--- config.mk ---
export PLATFORM = sky130hd
export DESIGN_NAME = fetch_sequencer
export DESIGN_NICKNAME = d
export VERILOG_FILES = /design/src/rtl/fetch_pkg.sv /design/src/rtl/pc_next.sv /design/src/rtl/fetch_sequencer.sv
export SDC_FILE = /design/constraint.sdc
export NUM_CORES = 1
export LEC_CHECK = 0
export ABC_AREA = 0
export CAP_MARGIN = 20
export CORE_ASPECT_RATIO = 0.6
export CORE_MARGIN = 2
export CORE_UTILIZATION = 32
export DETAILED_ROUTE_END_ITERATION = 7
export PLACE_DENSITY = 0.69
export SYNTH_ARGS = -nofsm -noshare
export SYNTH_HDL_FRONTEND = slang
export SYNTH_SLANG_ARGS = --single-unit
--- constraint.sdc ---
create_clock -name clk -period 5.75 [get_ports clk]
set_clock_uncertainty 0.05 [all_clocks]
set_input_delay 0.575 -clock clk [delete_from_list [all_inputs] [get_ports clk]]
set_output_delay 0.575 -clock clk [all_outputs]
set_load 0.005 [all_outputs]
--- src/rtl/fetch_pkg.sv ---
// Shared types and constants for the instruction fetch sequencer.
// Provides the FSM state type, instruction size and PC alignment mask.
package fetch_pkg;

   typedef enum logic [1:0] {
      IDLE,
      REQ,
      WAIT,
      HOLD
   } fetch_state_t;

   localparam int INSTR_BYTES = 4;

   // Wide enough for any DATA_WIDTH up to 64; users slice the low bits.
   localparam logic [63:0] ALIGN_MASK = ~64'(INSTR_BYTES - 1);

endpackage

--- src/rtl/pc_next.sv ---
// Combinational next-fetch-PC select: sequential PC+4 or aligned
// redirect target. Ports: fetch_pc, branch_pc, imm_op, redirect -> next_pc.
module pc_next
   import fetch_pkg::*;
#(
   parameter int DATA_WIDTH = 32
) (
   input  logic [DATA_WIDTH-1:0] fetch_pc,
   input  logic [DATA_WIDTH-1:0] branch_pc,
   input  logic [DATA_WIDTH-1:0] imm_op,
   input  logic                  redirect,
   output logic [DATA_WIDTH-1:0] next_pc
);

   logic [DATA_WIDTH-1:0] seq_pc;
   logic [DATA_WIDTH-1:0] target;

   // Both sums wrap modulo 2^DATA_WIDTH.
   assign seq_pc = fetch_pc + DATA_WIDTH'(INSTR_BYTES);
   assign target = (branch_pc + imm_op)
                 & ALIGN_MASK[DATA_WIDTH-1:0];

   assign next_pc = redirect ? target : seq_pc;

endmodule

--- src/rtl/fetch_sequencer.sv ---
// Fetch sequencer: owns the fetch PC, runs a one-outstanding imem
// handshake and presents instr/PC to decode with valid/stall.
// Ports: clk, rst, en, stall, PCsrc/branch_pc/ImmOp (redirect),
// imem_req/imem_addr/imem_ready/imem_rvalid/imem_rdata, instr_valid/instr/PC.
module fetch_sequencer
   import fetch_pkg::*;
#(
   parameter int                    DATA_WIDTH = 32,
   parameter logic [DATA_WIDTH-1:0] RESET_PC   = '0
) (
   input  logic                  clk,
   input  logic                  rst,
   input  logic                  en,
   input  logic                  stall,
   input  logic                  PCsrc,
   input  logic [DATA_WIDTH-1:0] branch_pc,
   input  logic [DATA_WIDTH-1:0] ImmOp,
   output logic                  imem_req,
   output logic [DATA_WIDTH-1:0] imem_addr,
   input  logic                  imem_ready,
   input  logic                  imem_rvalid,
   input  logic [DATA_WIDTH-1:0] imem_rdata,
   output logic                  instr_valid,
   output logic [DATA_WIDTH-1:0] instr,
   output logic [DATA_WIDTH-1:0] PC
);

   fetch_state_t          state;
   logic [DATA_WIDTH-1:0] fetch_pc;
   logic [DATA_WIDTH-1:0] next_pc;
   // Set when an in-flight response must be dropped.
   logic                  squash;

   pc_next #(
      .DATA_WIDTH(DATA_WIDTH)
   ) u_pc_next (
      .fetch_pc (fetch_pc),
      .branch_pc(branch_pc),
      .imm_op   (ImmOp),
      .redirect (PCsrc),
      .next_pc  (next_pc)
   );

   assign imem_req  = (state == REQ);
   assign imem_addr = fetch_pc;

   always_ff @(posedge clk) begin
      if (rst) begin
         state       <= IDLE;
         fetch_pc    <= RESET_PC;
         squash      <= 1'b0;
         instr_valid <= 1'b0;
         instr       <= '0;
         PC          <= RESET_PC;
      end else if (PCsrc) begin
         fetch_pc    <= next_pc;
         instr_valid <= 1'b0;
         unique case (state)
            IDLE, HOLD: state <= en ? REQ : IDLE;
            REQ: begin
               if (imem_ready) begin
                  state  <= WAIT;
                  squash <= 1'b1;
               end
            end
            WAIT: begin
               if (imem_rvalid) begin
                  state  <= REQ;
                  squash <= 1'b0;
               end else begin
                  squash <= 1'b1;
               end
            end
            default: state <= IDLE;
         endcase
      end else begin
         unique case (state)
            IDLE: if (en) state <= REQ;
            REQ:  if (imem_ready) state <= WAIT;
            WAIT: begin
               if (imem_rvalid) begin
                  if (squash) begin
                     squash <= 1'b0;
                     state  <= REQ;
                  end else begin
                     instr       <= imem_rdata;
                     PC          <= fetch_pc;
                     instr_valid <= 1'b1;
                     fetch_pc    <= next_pc;
                     state       <= HOLD;
                  end
               end
            end
            HOLD: begin
               if (!stall) begin
                  instr_valid <= 1'b0;
                  state       <= en ? REQ : IDLE;
               end
            end
            default: state <= IDLE;
         endcase
      end
   end

endmodule

==> run summary, run 1 <==
The flow ran to the end, and the final reports show no timing, DRC or antenna violations. The die area was 17400 µm²; the area occupied by multi-input gates was 3130 µm². In the routed layout, each cell is associated on average with a via count of 4.89.

In this run, synthesis inferred 0 flip-flops with an integrated enable. In this run the cell area of the synthesized design comes to 5240 µm². The most used flip-flop cell after synthesis is dfxtp_1. met1 is the most crowded layer.

The antenna violation net count after detailed routing came out at 0. For this design the top-level I/O count stands at 201. The tool flagged a number of max-cap violations equal to 0. The initial antenna violation count came out at 0. STA classifies the critical path startpoint as a primary input. By instance count, the cell type seen most on the critical path is a21o_1. Total detailed-routing wirelength: 15700 µm. The clock latency on the worst-skew pair was 0.33 ns; the vertical extent of the die was 103 µm.

Across all layers, the routed design uses 5069 vias. Setup violations remaining at the end of the flow were counted as 0. The transition time at the pin with the least slew margin was 0.854 ns; the final cycle utilization of the critical path was 53.6%.

For the setup TNS after final layout, the log shows 0 ns. From synthesis to final layout, the design area changed by 47.3%. Traced cell by cell, the critical path runs through clkdlybuf4s50_1 -> ha_1 -> a211oi_2 -> o21ai_1 -> o2111ai_2 -> a31oi_1 -> or2_1 -> a21o_1 -> a21o_1 -> nor4bb_1 -> or3_1. The data required time of the critical path was 5.92 ns; the number of non-filler instances in the completed layout was 1036. Entering global routing, the biggest net connects 57 pins. At the end of routability-driven placement, the weighted congestion stood at 0.783.

The worst setup path is captured at a flip-flop. Input and output buffers added on the ports amount to 196. The tools report the met3 capacity usage during global routing as 3.76%. The worst pin sits at a relative slew slack of 43.0%.

The initial core utilization came out at 32.5%. The logs give 0 for the final max-slew violation count and 17.6% for the global-route usage over all layers. The number of warning messages in the yosys log was 0. The biggest cell delay along the critical path is 0.40 ns.

The placeable core region was 16100 µm²; the highest net fanout along the worst path was 6. The via count of the first global-routing pass came out at 4601. TritonCTS created 9 clock buffers. Global routing used 26.8% of the available met1 tracks. Summed over all nets, the half-perimeter wirelength after detailed placement is 12100 µm. Hold repair after CTS inserted 0 buffers. The time the worst path needs with I/O delays and setup was 3.08 ns; the aggregate global routing overflow was 0.

The tree is rooted in a clkbuf_16. Once routing completed, OpenROAD measured the worst setup slack at 2.67 ns. The quantity of gates resized following cts is 0, and the clock transition at the registers of the reported paths is 0.07 ns.

In this run the static leakage power is 2.80 nW. The kind of cell with the highest combined delay along the critical path is compound AO/OA/AOI/OAI gates. Final hold analysis gives a worst-case slack of 0.403 ns.

In this run the mean area of a mapped cell was 8.10 µm². Measured along the x axis, the die boundary spans 169 µm. In the routed design, unresolved DRC markers number 0.

The total power density per cell area was 248 nW/µm²; the area taken by flip-flops and latches was 1920 µm². CTS saw 96 sinks. Setup repair after global routing left no endpoint under its margin. The share of layout cells above drive strength 1 was 5.20%; the number of instances in the synthesized netlist was 646.

The routed wire length per instance came out at 15.2 µm. Including well taps, the total number of placed cells is 1021. The worst hold path belongs to the class reg2reg. The number of hold violations in the final report is 0, and the number of post-CTS setup repair buffers is 0. The logs give 0.124 mV for the worst IR drop on VDD and 5 for the detailed-router iteration count before antenna repair. The count of buffering cells on the critical path with inverters included is 1.

The unique cell type count in the Yosys netlist was 58; the first-pass GRT wire length was 24400 µm. Row generation in the floorplan step produced 36 rows. Overall power consumption after layout is estimated at 1.91 mW.

The cell at the slowest stage of the critical path was clkdlybuf4s50_1. The worst setup path is of the in2reg kind. Before CTS, the worst setup slack after placement is 2.33 ns. The net total in the final layout is 962. TritonCTS built the clock tree. Of all flip-flops after synthesis, the portion carrying an async set or reset was 0%.

Synthesis inferred 96 register bits. For the antenna diode instance count, the log shows 0. Of the synthesized area, sequential elements account for 36.7%. Timing would allow up to 0.325 GHz.

The data arrival time of the critical path was 3.25 ns; the worst-case clock buffer depth was 2. Global routing used 25.5% of the available met2 tracks. The run gives 1624 as the layout filler cell count.

Maximum level of the CTS H-tree: 3. In this run, the number of DRC markers left after iteration 0 of detailed routing was 323.
[layout by cell type, fill, tap and decap left out, types with 4 or more instances in the layout]
cell type,instances
clkdlybuf4s50_1,194
nand2_1,156
dfxtp_1,96
a21oi_1,86
xnor2_1,38
ha_1,36
nor2_1,33
a211oi_1,20
xor2_1,17
inv_1,13
a21o_1,11
clkbuf_16,9
and3_1,8
nand4_1,8
nand3_1,7
o21ai_0,6
o22ai_1,6
o21a_1,5
buf_4,5
a31oi_1,4
conb_1,4
bufinv_16,4
[routing by layer]
| layer | vias up | share of wire (%) |
|---|---|---|
| li1 | 2571 | - |
| met1 | 2316 | 54 |
| met2 | 176 | 40 |
| met3 | 6 | 6.4 |
| met4 | 0 | 0.43 |
| met5 | - | 0 |
[sequential cells by signal, summed over array words and instances (netlist names)]
signal / cells
state: 2
instr: 32
squash: 1
PC: 30
imem_addr: 30
instr_valid: 1
[synthesized netlist by cell type, drive strengths merged (2+ instances only)]
cell type / instances / area, µm²
a211oi: 23 / 188
a21o: 12 / 91.3
a21oi: 86 / 430
a31oi: 6 / 67.6
a41oi: 2 / 32.5
and2: 2 / 12.5
and3: 10 / 65.1
and4: 3 / 30.0
buf: 7 / 46.3
clkbuf: 30 / 113
dfxtp: 96 / 1920
ha: 36 / 450
inv: 13 / 48.8
mux2i: 3 / 30.0
nand2: 156 / 586
nand2b: 4 / 25.0
nand3: 8 / 45.0
nand4: 8 / 50.1
nor2: 33 / 124
nor2b: 3 / 18.8
nor3: 3 / 15.0
o21a: 5 / 37.5
o21ai: 10 / 53.8
o21bai: 3 / 22.5
o22ai: 6 / 37.5
o31ai: 2 / 15.0
o32ai: 3 / 26.3
or2: 3 / 18.8
xnor2: 38 / 333
xor2: 17 / 149
[worst paths after layout]
| check | slack (ns) | cells after the start | end | startpoint |
|---|---|---|---|---|
| worst max-delay path | 2.67 | 11 | imem_addr[19] | branch_pc[9] |
| worst min-delay path | 0.40 | 2 | instr[24] | instr[24] |
| worst max register to register | 2.88 | 11 | imem_addr[24] | state[0] |
| worst min register to register | 0.40 | 2 | instr[24] | instr[24] |
[power breakdown]
group / total (mW) / switching, mW / internal, mW / leakage (nW)
Clock: 0.736 / 0.257 / 0.480 / 0.179
Combinational: 0.431 / 0.196 / 0.234 / 1.84
Sequential: 0.745 / 0.0454 / 0.700 / 0.781
Total: 1.91 / 0.499 / 1.41 / 2.80
[cell type report]
| type | instances | area share [%] |
|---|---|---|
| clock buffer | 10 | 3.10 |
| clock inverter | 5 | 1.67 |
| inverter | 13 | 0.633 |
| multi-input combinational | 503 | 40.5 |
| sequential | 96 | 24.9 |
| tap | 209 | 3.39 |
| timing repair buffer | 200 | 25.7 |
[worst reg2reg max path: stages (launching register included)]
cell      delay, ns
dfxtp_1        0.36
inv_1          0.12
ha_1           0.29
and3b_2        0.45
and4_1         0.29
and3_2         0.23
and4_4         0.24
nand3_2        0.14
nor2_1         0.16
xor2_1         0.17
nor2_1         0.06
a211oi_1       0.21
[through the flow]
stage	util [%]	area (µm²)
4_1_cts	47.8	7710
3_3_place_gp	45.5	7340
5_1_grt	47.8	7710
2_1_floorplan	-	5250
3_5_place_dp	45.5	7340
6_report	47.8	7710
[logic make-up after synthesis]
family                     count (synthesis)  synth area share [%]
other                                      1                0.0716
buffers and inverters                     50                  3.97
xor gates and xnor gates                  55                  9.20
DFF                                       96                  36.7
and+or+nand+nor                          237                  19.6
muxes                                      3                 0.574
adders and majority gates                 36                  8.60
AOI/OAI and AO/OA                        168                  21.3
No activity file was read; power rests on OpenSTA's default activity.
==> run 2: changes to the inputs <==
==> constraint.sdc (replaced) <==
create_clock -name clk -period 2.97 [get_ports clk]
set_clock_uncertainty 0.05 [all_clocks]
set_input_delay 0.297 -clock clk [delete_from_list [all_inputs] [get_ports clk]]
set_output_delay 0.297 -clock clk [all_outputs]
set_load 0.005 [all_outputs]
==> run 2 against run 1 <==
Sequential cell count stayed put. Largest power group unchanged. Via count is 1.0% higher. Sequential power rose by 93%. Clock-buffer cell count is 1 lower. Register-to-register slack lost 2.6 ns. First-iteration DRC count down 21%. Sequential share of layout area fell by 0.51 points. Routed wire length increased by 0.65%. Core utilization rose by 1.0 points. Combinational power rose by 110%. Non-clock buffer count up 28.
==> run summary, run 2 (synthesized netlist as in run 1, its figures left out) <==
The flow ran to the end, and the final reports show no timing, DRC or antenna violations. The antenna violation net count after detailed routing is 0 (unchanged), and the placeable core region is 16100 µm² (unchanged). The global placer's final weighted congestion is 0.803 (+2.6%), and the highest net fanout along the worst path is 4 (-2). Vertical extent of the die: 103 µm (unchanged). The worst hold path stage count was 2 (unchanged); the time the worst path needs with I/O delays and setup was 2.69 ns.

Worst IR drop on VDD: 0.284 mV (+130%). The quantity of gates resized following cts was 0 (unchanged). The number of clock buffers inserted by TritonCTS is 9 (unchanged), and the number of non-filler instances in the completed layout is 1064 (+2.7%). Total power density per cell area: 445 nW/µm² (+79%). The detailed-router iteration count before antenna repair is 4 (-1).

The count of buffering cells on the critical path with inverters included is 1 (unchanged). The routed wire length per instance works out to 14.9 µm (-2.0%). The tools report the clock root buffer as clkbuf_16.

The signal on the critical path passes through clkdlybuf4s50_1 -> ha_1 -> a211oi_2 -> o21ai_1 -> o2111ai_2 -> a31oi_1 -> or2_1 -> a21o_1 -> a21o_1 -> nor4bb_1 -> or3_1. Class of the tightest hold or removal check: in2reg. The count of endpoints failing setup in the final report is 0 (unchanged), and the worst reg2reg path depth is 11 (unchanged). The startpoint identified for the worst register-to-register timing path is state[0]. STA classifies the critical path endpoint as a flip-flop. More flip-flops sit in one register than any other, and that register is instr.

Static timing analysis puts the maximum clock frequency at 0.372 GHz. Of the available clock period, the critical path in the final layout requires 90.6%. The transition time at the pin with the least slew margin is 0.539 ns (-0.315 ns).

TritonCTS built the clock tree. The internal reg-to-reg setup slack came out at 0.31 ns (-2.57 ns). The half-perimeter wire length of the detailed placement result is 12000 µm (-0.65%). Via count of the first global-routing pass: 4692 (+2.0%). The logs give 3 (unchanged) for the maximum level of the CTS H-tree and 63 (+11%) for the maximum number of pins on one net before global-route repair. The number of post-CTS setup repair buffers is 0 (unchanged). The endpoint identified for the worst register-to-register timing path is imem_addr[25]. For the antenna diode instance count, the log shows 0 (unchanged). The logs give 0.349 ns (-0.0540 ns) for the minimum hold slack and 1049 (+2.7%) for the number of instances in the placed design. For the die area, the log shows 17400 µm² (unchanged). The number of hold violations in the final report is 0 (unchanged), and the number of I/O pins is 201 (unchanged). Setup repair after global routing left no endpoint under its margin. The share of layout cells above drive strength 1 was 8.30% (+3.1 points).

The count of clock tree sinks was 96 (unchanged). The critical setup path kind is in2reg. The width of the die is 169 µm (unchanged), and the initial core utilization is 32.5% (unchanged). The max-cap check violation count is 0 (unchanged). The global-route usage over all layers is 17.9% (+0.33 points). Total via count in the routed design: 5120 (+1.0%). The tools report the endpoint of the worst hold-timing path as state[0]. Aggregate global routing overflow: 0 (unchanged). The initial antenna violation count came out at 0 (unchanged). The count of port buffers added during placement works out to 196 (unchanged).

The area growth from synthesis to layout is 50.4%. The run gives 36 (unchanged) as the number of core rows. STA classifies the critical path startpoint as a primary input. The final routed DRC violation total is 0 (unchanged), and the data arrival time of the critical path is 2.87 ns (-0.38 ns). The largest individual stage delay along the critical path comes from the cell clkdlybuf4s50_1.

The final max-slew violation count was 0 (unchanged); the data required time of the critical path was 3.15 ns (-2.77 ns). For the total detailed-routing wirelength, the log shows 15800 µm (+0.65%). The cell seen most often among critical-path stages was a21o_1.

The clock transition at the registers of the reported paths is 0.07 ns (about the same), and the area of placed instances is 7580 µm² (+3.2%). The mean number of vias per cell is 4.81 (-1.7%), and the leakage power is 2.90 nW (+3.7%). Biggest cell delay along the critical path: 0.40 ns (about the same). Commonest non-fill, non-tap cell in the layout: clkdlybuf4s50_1.

The clock latency on the worst-skew pair was 0.34 ns (about the same). The startpoint identified for the worst hold timing path is rst. The run gives 990 (+2.9%) as the net total in the final layout. The kind of cell with the highest combined delay along the critical path is compound AO/OA/AOI/OAI gates. The first-pass GRT wire length was 24700 µm (+1.2%); the normalized max-slew margin was 63.9% (+21 points). Worst-case clock buffer depth: 2 (unchanged).

The number of flip-flops under the largest register name was 32 (unchanged). The violation count after the first detailed-route iteration was 256 (-21%). The cell area after layout is 7870 µm² (+2.1%). The top cell types in the final layout, fill and taps aside, are 194 x clkdlybuf4s50_1, 156 x nand2_1, 96 x dfxtp_1, 86 x a21oi_1, 38 x xnor2_1. The count of hold buffers inserted by post-cts repair came out at 0 (unchanged).
[run 2: cell types whose count changed in the layout (fill, tap and decap cells not counted)]
| cell | change |
|---|---|
| buf_4 | +26 |
| buf_12 | +2 |
| bufinv_16 | -3 |
| clkbuf_8 | -1 |
| clkinvlp_4 | +3 |
| inv_6 | +1 |
[run 2: area by class of cell]
cell class / count / area [µm²]
repair buffers: 228 / 2220
well taps: 209 / 262
multi-input cells: 503 / 3130
clock inverters: 6 / 70.1
flip-flops and latches: 96 / 1920
clock buffers: 9 / 225
fillers: 1586 / 8250
inverters: 13 / 48.8
[run 2: how the worst max path moves through the flow]
| stage | start | to | slack, ns | cells past startpoint |
|---|---|---|---|---|
| after detailed placement | branch_pc[9] | imem_addr[19] | -0.06 | 11 |
| after CTS | branch_pc[9] | imem_addr[19] | 0.29 | 11 |
| after global routing | state[0] | imem_addr[25] | 0.1 | 11 |
| after floorplan | branch_pc[9] | imem_addr[19] | 0.51 | 10 |
| after global placement | branch_pc[2] | imem_addr[31] | -0.02 | 11 |
| final | branch_pc[9] | imem_addr[19] | 0.28 | 11 |
[run 2: per-stage QoR]
stage	TNS (ns)	setup slack, ns	power (mW)	utilization [%]
detailed placement	-0.127	-0.0627	2.35	47.0
global route	0	0.0993	3.68	48.8
floorplan	0	0.509	1.92	-
finish	0	0.279	3.50	48.8
CTS	0	0.287	3.54	48.8
global placement	-0.0326	-0.0172	2.34	47.0
[run 2: report_power, final]
part	internal [mW]	switching (mW)	leakage [nW]
Sequential	1.35	0.0815	0.781
Combinational	0.499	0.394	1.99
Clock	0.653	0.521	0.134
[run 2: routing by layer]
layer	GRT usage [%]	wire length, µm	vias up
met3	4.34	1300	8
met1	26.6	8190	2290
met2	26.2	6190	188
met4	3.55	123	2
met5	0	5	-
li1	-	-	2632
==> run 3: changes to the inputs <==
--- a/config.mk
+++ b/config.mk
@@ -6,7 +6,6 @@
 export NUM_CORES = 1
 export LEC_CHECK = 0
 export ABC_AREA = 0
-export CAP_MARGIN = 20
 export CORE_ASPECT_RATIO = 0.6
 export CORE_MARGIN = 2
 export CORE_UTILIZATION = 32
==> results of run 3 <==
Final layout, timing and power as in run 2 (identical DEF).
